--- src/rtl/fp_sub_if.sv ---
// Request/response bundle for the sequential single-precision subtractor.
interface fp_sub_if;
  logic        start;
  logic [31:0] data1;
  logic [31:0] data2;
  logic        busy;
  logic        done;
  logic [31:0] result;

  modport master (output start, data1, data2, input busy, done, result);
  modport slave  (input start, data1, data2, output busy, done, result);
endinterface

--- src/rtl/fp_subtractor_seq.sv ---
// Multi-cycle IEEE-754 single-precision data1 - data2 with truncation and denormal flush.
module fp_subtractor_seq (
  input  logic      clk,
  input  logic      rst_n,
  fp_sub_if.slave   bus
);
  localparam int unsigned WORD_W = 32;
  localparam int unsigned EXP_W  = 8;
  localparam int unsigned MANT_W = 24;
  localparam int unsigned SUM_W  = 25;

  typedef enum logic [2:0] {IDLE, ALIGN, ADD, NORM, DONE} state_t;

  state_t              state, state_next;
  logic                sign_a, eff_sub;
  logic [EXP_W-1:0]    exp_r, diff;
  logic [MANT_W-1:0]   mant_a, mant_b;
  logic [SUM_W-1:0]    sum;
  logic [WORD_W-1:0]   result_r;
  logic                busy_r, done_r;

  // Accept-time decode: subtrahend sign flip, magnitude ordering, zero bypass
  logic [EXP_W-1:0]    exp1, exp2, diff_in;
  logic [WORD_W-1:0]   neg2, op_a, op_b, zero_result;
  logic                zero_in, swap, norm_exit;

  assign exp1        = bus.data1[30:23];
  assign exp2        = bus.data2[30:23];
  assign neg2        = {~bus.data2[31], bus.data2[30:0]};
  assign zero_in     = (exp1 == '0) || (exp2 == '0);
  assign swap        = bus.data2[30:0] > bus.data1[30:0];
  assign op_a        = swap ? neg2 : bus.data1;
  assign op_b        = swap ? bus.data1 : neg2;
  assign diff_in     = op_a[30:23] - op_b[30:23];
  assign zero_result = (exp1 == '0 && exp2 == '0) ? '0 :
                       (exp2 == '0) ? bus.data1 : neg2;
  assign norm_exit   = (sum == '0) || sum[24] || sum[23] || (exp_r == EXP_W'(1));

  always_ff @(posedge clk or negedge rst_n) begin
    if (!rst_n) state <= IDLE;
    else        state <= state_next;
  end

  always_comb begin
    state_next = state;
    case (state)
      IDLE: begin
        if (bus.start) begin
          if (zero_in)              state_next = DONE;
          else if (diff_in != '0)   state_next = ALIGN;
          else                      state_next = ADD;
        end
      end
      ALIGN: if (diff > EXP_W'(24) || diff == EXP_W'(1)) state_next = ADD;
      ADD:   state_next = NORM;
      NORM:  if (norm_exit) state_next = DONE;
      DONE:  state_next = IDLE;
      default: state_next = IDLE;
    endcase
  end

  // Datapath and registered outputs
  always_ff @(posedge clk or negedge rst_n) begin
    if (!rst_n) begin
      sign_a   <= 1'b0;
      eff_sub  <= 1'b0;
      exp_r    <= '0;
      diff     <= '0;
      mant_a   <= '0;
      mant_b   <= '0;
      sum      <= '0;
      result_r <= '0;
      busy_r   <= 1'b0;
      done_r   <= 1'b0;
    end else begin
      busy_r <= (state_next != IDLE);
      done_r <= (state_next == DONE);
      case (state)
        IDLE: begin
          if (bus.start) begin
            if (zero_in) begin
              result_r <= zero_result;
            end else begin
              sign_a  <= op_a[31];
              eff_sub <= op_a[31] ^ op_b[31];
              exp_r   <= op_a[30:23];
              mant_a  <= {1'b1, op_a[22:0]};
              mant_b  <= {1'b1, op_b[22:0]};
              diff    <= diff_in;
            end
          end
        end
        ALIGN: begin
          if (diff > EXP_W'(24)) begin
            mant_b <= '0;
            diff   <= '0;
          end else begin
            mant_b <= mant_b >> 1;
            diff   <= diff - EXP_W'(1);
          end
        end
        ADD: begin
          sum <= eff_sub ? ({1'b0, mant_a} - {1'b0, mant_b})
                         : ({1'b0, mant_a} + {1'b0, mant_b});
        end
        NORM: begin
          if (sum == '0) begin
            result_r <= '0;
          end else if (sum[24]) begin
            if (exp_r == EXP_W'(254)) result_r <= {sign_a, 8'hFF, 23'h0};
            else                      result_r <= {sign_a, exp_r + EXP_W'(1), sum[23:1]};
            exp_r <= exp_r + EXP_W'(1);
            sum   <= sum >> 1;
          end else if (sum[23]) begin
            result_r <= {sign_a, exp_r, sum[22:0]};
          end else if (exp_r == EXP_W'(1)) begin
            result_r <= '0;
          end else begin
            sum   <= sum << 1;
            exp_r <= exp_r - EXP_W'(1);
          end
        end
        default: ;
      endcase
    end
  end

  assign bus.busy   = busy_r;
  assign bus.done   = done_r;
  assign bus.result = result_r;
endmodule

--- src/flat_wrapper.sv ---
// flat-port wrapper written by rule: the top's interface ports become plain ports
module fp_subtractor_seq_flat 
  (clk, rst_n, bus_start, bus_data1, bus_data2, bus_busy, bus_done, bus_result);
  fp_sub_if bus_i ();
  input  logic clk;
  input  logic rst_n;
  input wire logic [$bits(bus_i.start)-1:0] bus_start;
  input wire logic [$bits(bus_i.data1)-1:0] bus_data1;
  input wire logic [$bits(bus_i.data2)-1:0] bus_data2;
  output wire logic [$bits(bus_i.busy)-1:0] bus_busy;
  output wire logic [$bits(bus_i.done)-1:0] bus_done;
  output wire logic [$bits(bus_i.result)-1:0] bus_result;
  assign bus_i.start = bus_start;
  assign bus_i.data1 = bus_data1;
  assign bus_i.data2 = bus_data2;
  assign bus_busy = bus_i.busy;
  assign bus_done = bus_i.done;
  assign bus_result = bus_i.result;
  fp_subtractor_seq u_core (.clk(clk), .rst_n(rst_n), .bus(bus_i));
endmodule
--- config.mk ---
export PLATFORM = sky130hd
export DESIGN_NAME = fp_subtractor_seq_flat
export DESIGN_NICKNAME = d
export VERILOG_FILES = /design/src/rtl/fp_sub_if.sv /design/src/rtl/fp_subtractor_seq.sv /design/src/flat_wrapper.sv
export SDC_FILE = /design/constraint.sdc
export NUM_CORES = 1
export LEC_CHECK = 0
export CORE_ASPECT_RATIO = 1.25
export CORE_UTILIZATION = 35
export DETAILED_ROUTE_END_ITERATION = 10
export GPL_ROUTABILITY_DRIVEN = 0
export PLACE_DENSITY = 0.56
export SYNTH_ARGS = -nofsm -noshare
export SYNTH_HDL_FRONTEND = slang
export SYNTH_SLANG_ARGS = --single-unit
--- constraint.sdc ---
create_clock -name clk -period 5.15 [get_ports clk]
set_input_delay 1.2875 -clock clk [delete_from_list [all_inputs] [get_ports clk]]
set_output_delay 1.2875 -clock clk [all_outputs]
set_load 0.02 [all_outputs]
# [Word level (Yosys, flattened, before mapping)]
# Cells that the tools add are included.
[totals] in_bits=67 out_inout_bits=34 elab_cells=97 reg_bits=128
[op_classes] n_addsub=6 n_eq_ne=14 muxes=39 bitwise_logic=3 order_cmp=2 n_reduce_logical=21
[op_table] cell="$mux W32" n=10
[op_table] cell="$mux W25" n=4
[op_table] cell="$mux W24" n=3
[op_table] cell="$mux W8" n=9
[op_table] cell="$pmux W32 S2" n=1
[op_table] cell="$pmux W25 S2" n=1
[op_table] cell="$pmux W24 S2" n=1
[op_table] cell="$pmux W8 S2" n=2
[op_table] cell="$gt A31 B31 Y1" n=1
[op_table] cell="$mux W31" n=1
[op_table] cell="$add A24 B24 Y25" n=1
[op_table] cell="$logic_not A25 Y1" n=1
[op_table] cell="$sub A24 B24 Y25" n=1
[op_table] cell="$mux W23" n=1
[op_table] cell="$eq A8 B1 Y1 const B" n=2
[op_table] cell="$logic_not A8 Y1" n=2
[op_table] cell="$sub A8 B1 Y8 const B" n=2
[op_table] cell="$mux W3" n=4
[op_table] cell="$pmux W3 S4" n=1
[op_table] cell="$add A8 B1 Y8 const B" n=1
[op_table] cell="$eq A8 B8 Y1 const B" n=1
[op_table] cell="$gt A8 B5 Y1 const B" n=1
[op_table] cell="$reduce_and A4 Y1" n=2
[op_table] cell="$reduce_bool A8 Y1" n=1
[op_table] cell="19 further kinds" n=31

# [Longest topological paths before layout]
[depth] ltp_word=9 depth_mapped=19 mapped_depth_nobuf=17

# [Worst setup path before layout]
# No wires, ideal clock.
[synth_path] kind="input to register" from="input bus_data1[26]" to="register u_core.state[0]" cell_stages=19 arrival_time_ps=4887 slack_ps=145 cell_sequence="clkbuf_1 inv_1 ha_1 buf_4 nand4_1 nor3_1 a22o_1 or4_4 o211ai_2 buf_4 mux2i_1 ha_1 inv_1 o221ai_2 a311oi_2 xor2_1 nand2_1 or4_1 a21o_1"
[synth_via] elab_chain_cells=8 elab_cells_between_ends=11
[synth_rtl] element="start, declared" line_no="flat_wrapper.sv:8" source="input wire logic [$bits(bus_i.data1)-1:0] bus_data1;"
[synth_rtl] element="$gt A31 B31 Y1" line_no="fp_subtractor_seq.sv:31" source="assign swap = bus.data2[30:0] > bus.data1[30:0];"
[synth_rtl] element="$mux W32, on equally long branches" line_no="fp_subtractor_seq.sv:32, fp_subtractor_seq.sv:33"
[synth_rtl] element="$sub A8 B8 Y8" line_no="fp_subtractor_seq.sv:34" source="assign diff_in = op_a[30:23] - op_b[30:23];"
[synth_rtl] element="$reduce_bool A8 Y1" line_no="fp_subtractor_seq.sv:50" source="else if (diff_in != '0) state_next = ALIGN;"
[synth_rtl] element="$mux W2" line_no="fp_subtractor_seq.sv:50"
[synth_rtl] element="$mux W3 (*)" line_no="fp_subtractor_seq.sv:49" source="if (zero_in) state_next = DONE;"
[synth_rtl] element="$mux W3 (*)" line_no="fp_subtractor_seq.sv:48" source="if (bus.start) begin"
[synth_rtl] element="$pmux W3 S4 (*)" line_no="fp_subtractor_seq.sv:46" source="case (state)"
[synth_rtl] element="net u_core.state_next[0]" line_no="fp_subtractor_seq.sv:14" source="state_t state, state_next;"
[synth_rtl] element="end signal, assigned" line_no="fp_subtractor_seq.sv:41" source="else state <= state_next;"
[synth_rtl] element="end, declared" line_no="fp_subtractor_seq.sv:14"
# The timed path passes the listed nets; every way through them passes the cells marked *.
# A chain may end at the register's enable or synchronous reset.

# [Worst setup path in the final report]
[layout_path] from="input bus_data1[14]" to="register u_core.state[0]"
[layout_via] elab_chain_cells=8 elab_cells_between_ends=9
[layout_rtl] element="$gt A31 B31 Y1 (*)" line_no="fp_subtractor_seq.sv:31"
[layout_rtl] element="$mux W32, on equally long branches" line_no="fp_subtractor_seq.sv:32, fp_subtractor_seq.sv:33"
[layout_rtl] element="$sub A8 B8 Y8 (*)" line_no="fp_subtractor_seq.sv:34"
[layout_rtl] element="$reduce_bool A8 Y1 (*)" line_no="fp_subtractor_seq.sv:50"
[layout_rtl] element="$mux W2 (*)" line_no="fp_subtractor_seq.sv:50"
[layout_rtl] element="$mux W3 (*)" line_no="fp_subtractor_seq.sv:49"
[layout_rtl] element="$mux W3 (*)" line_no="fp_subtractor_seq.sv:48"
[layout_rtl] element="$pmux W3 S4 (*)" line_no="fp_subtractor_seq.sv:46"
[layout_rtl] element="net u_core.state_next[0]" line_no="fp_subtractor_seq.sv:14"
# Marked as above.

==> reports/metrics.yaml <==
status:
  status: "finished clean"
timing:
  max_slew_margin_pct: 37.28
  post-route-period-util_pct: 97.68
  clock.fmax_ghz: 0.1988
  whs_ns: 0.4706
  min_period_ns: 5.031
  finalHoldViolCount: 0
  drv_slew: 0
  fin_skew_ns: 0.009303
  final-setup-viol-count: 0
  setup-tns-final_ns: 0
  worst_pin_slew_ns: 0.9409
min_path:
  worstHoldStart: "u_core.mant_a[23]"
  hold_path.class: "reg2reg"
routing:
  drt_iter0_drc: 805
  drtPass1Iterations: 8
  wirelength_mm: 33.18
  vias_per_cell: 5.564
  route.vias.total: 10450
  antenna_left: 0
  drc: 0
  wl_per_cell_um: 17.66
synthesis:
  synth_warnings: 0
  ys_ff_latch: 128
  syn_inst: 1310
  synth_edf_count: 0
  syn_area_per_cell_um2: 7.838
  synthesis.nets: 1442
  async_reset_ff_share_pct: 100.0
  synth_ff_type: "dfrtp_1"
  synth-seq-area-share_pct: 31.20
  ys_types: 63
  synth_area_um2: 10270
pwr:
  leakage_nw: 5.605
  peakVddDrop_mv: 0.3291
  total_power_mw: 8.697
  p_sw_share_pct: 46.65
  power_frac_comb_pct: 59.9
  power_density_nw_per_um2: 658.2
  switchingPower_mw: 4.057
  power_frac_clock_pct: 16.2
  seq_power_share_pct: 23.9
  p_int_mw: 4.639
clock_tree:
  insertion_delay_ns: 0.43
  htreeDepth: 4
  root_buffer: "clkbuf_16"
  clkTransAtPathRegs_ns: 0.06
  numClockSinks: 128
  cts_tree: "done"
  cts_buffer_depth: 2
  cts_buffers: 17
die:
  io-pin-count: 101
  core_um2: 28660
  die_x_um: 155.2
  dieArea_um2: 30030
  initial_core_util_pct: 35.82
  std_cell_rows: 69
  die_h_um: 193.5
worst_setup_path:
  crit_type: "in2reg"
  r2r_slack_ns: 0.93
  crit_required_ns: 5.47
  cp_max_fo: 2
  endpoint_kind: "flip-flop"
  arrival_ns: 5.35
  start_kind: "input port"
  cp-startpoint: "bus_data1[14]"
  timing.rr.start: "u_core.mant_b[1]"
global_route:
  antenna_found_initial: 0
  grt_max_degree: 68
  grt_pass1_wl_mm: 53.85
  grt_use_total_pct: 22.49
  overflow: 0
  grt_pass1_vias: 9845
layout:
  utilization_pct: 46.10
  antenna_cells: 0
  final_area_um2: 13210
  syn_to_final_growth_pct: 28.69
  drive_gt1_share_pct: 12.83
  layout.nets: 1609
placement:
  io_buffer_count: 100
  dpl.hpwl_mm: 24.90
  place_area_um2: 12500
flow_run:
  max-cap-violations: 0
-- power by group through the flow --
stage | clock (mW) | combinational (mW) | sequential [mW]
after global routing | 1.48 | 5.82 | 2.16
after CTS | 1.43 | 5.19 | 2.07
after floorplan | 0 | 3.67 | 2.01
after detailed placement | 0 | 5.16 | 2.09
final | 1.41 | 5.21 | 2.08
after global placement | 0 | 5.09 | 2.08
-- path summary, 6_finish.rpt --
kind	to	cells past startpoint
max reg2reg	u_core.sum[24]	15
max in group asynchronous	u_core.mant_b[3]	2
min reg2reg	u_core.mant_a[23]	1
min	u_core.mant_a[23]	1
max	u_core.state[0]	17
min in group asynchronous	u_core.diff[0]	1
-- per-stage QoR --
step	instances	worst slack [ns]
after floorplan	1310	0.1449
after CTS	1878	0.1293
after detailed placement	1847	-0.2767
after global placement	1847	-0.1470
final	1879	0.1194
after global routing	1879	-0.02686
-- logic make-up (layout without fill, tap and decap cells) --
logic type	after synthesis	in the layout	share of synthesized area, %
buf+inv	147	326	5.532
xor+xnor	52	52	4.436
simple gates	400	400	17.39
compound gates	483	483	30.01
fa+ha+maj	65	65	7.994
flops	128	128	31.20
mux	35	35	3.437
-- cell usage after synthesis (3+ instances only) --
master | number | area (um^2)
o2111ai_1 | 4 | 35.03
o21bai_1 | 5 | 37.54
o22ai_1 | 5 | 31.28
nor2_1 | 163 | 611.8
clkbuf_1 | 82 | 307.8
o31ai_1 | 3 | 22.52
nor4bb_1 | 3 | 30.03
buf_1 | 3 | 11.26
nand3_1 | 19 | 95.09
and2_1 | 6 | 37.54
xnor2_1 | 34 | 297.8
o211ai_1 | 13 | 97.59
inv_1 | 58 | 217.7
or3_1 | 6 | 37.54
a211o_1 | 5 | 43.79
o221ai_1 | 30 | 262.8
or4_1 | 4 | 30.03
a2111oi_0 | 3 | 26.28
o21a_1 | 31 | 232.7
a21o_1 | 19 | 142.6
mux2i_1 | 33 | 330.3
a22oi_1 | 42 | 315.3
a22o_1 | 3 | 26.28
nand2_1 | 114 | 427.9
a221oi_1 | 5 | 43.79
nor4_1 | 20 | 125.1
o21ai_0 | 113 | 565.5
and3_1 | 6 | 37.54
nor3_1 | 24 | 120.1
nand2b_1 | 11 | 68.82
nand4_1 | 8 | 50.05
a21oi_1 | 141 | 705.7
a31oi_1 | 32 | 200.2
nor2b_1 | 11 | 68.82
a221o_1 | 10 | 100.1
ha_1 | 64 | 800.8
dfrtp_1 | 128 | 3203
xor2_1 | 18 | 157.7
-- flip-flops by register name, indices dropped and copies added, names as in the netlist --
name / count
u_core.diff: 8
u_core.bus.result: 32
u_core.sum: 25
u_core.bus.busy: 1
u_core.eff_sub: 1
u_core.exp_r: 8
u_core.mant_a: 24
u_core.sign_a: 1
u_core.bus.done: 1
u_core.state: 3
u_core.mant_b: 24
-- repair_timing --
item / in CTS / in global routing
resized for setup: 0 / 5
hold buffers: 0 / 0
hold endpoints to repair: 0 / 0
setup buffers: 0 / 1
endpoints found under the setup margin: 0 / 2
-- final cells by class --
cell class              instances  area, um^2
multi-input cells            1035        6586
clock buffers                  22       474.2
well taps                     390       488.0
repair buffers                237        2039
clock inverters                 9       203.9
flip-flops and latches        128        3203
fillers                      2918       15450
inverters                      58       217.7
-- layout by cell type, fill, tap and decap left out, types with 4 or more instances in the layout --
cell             count
a221oi_1             5
clkbuf_16           17
a31oi_1             32
xnor2_1             34
a21o_1              19
a221o_1             10
o211ai_1            13
a22oi_1             42
or3_1                6
nor2_1             161
clkdlybuf4s50_1     99
ha_1                64
nor4_1              19
and3_1               6
nand2b_1            10
nor3_1              23
nand3_1             18
o22ai_1              5
o21ai_0            112
a211o_1              5
xor2_1              18
and2_1               6
o21a_1              31
buf_4              137
mux2i_1             32
o221ai_1            30
dfrtp_1            128
o2111ai_1            4
nor2b_1             11
a21oi_1            139
nand4_1              8
inv_1               58
bufinv_16            6
o21bai_1             5
nand2_1            114
-- critical path, stage by stage --
cell             delay, ns
clkdlybuf4s50_1       0.48
inv_1                 0.06
ha_1                  0.31
nand3_2               0.12
or4_1                 0.57
a21o_1                0.20
o211ai_1              0.25
o211ai_4              0.13
mux2i_2               0.18
ha_1                  0.21
inv_1                 0.07
o221ai_2              0.11
xor2_1                0.19
nor4bb_1              0.33
nand2_1               0.14
or4_4                 0.54
a21o_1                0.19
-- metal layers --
layer  part of all wire (%)  routed length, um  GRT usage [%]  vias to the layer above
li1                       -                  -              -                     5131
met1                     47              15610          32.38                     4975
met2                     46              15250          35.77                      320
met3                    5.7               1879          2.755                       28
met4                    1.4                448          5.156                        0
met5                      0                  0              0                        -
(Power assumes the default switching activity.)
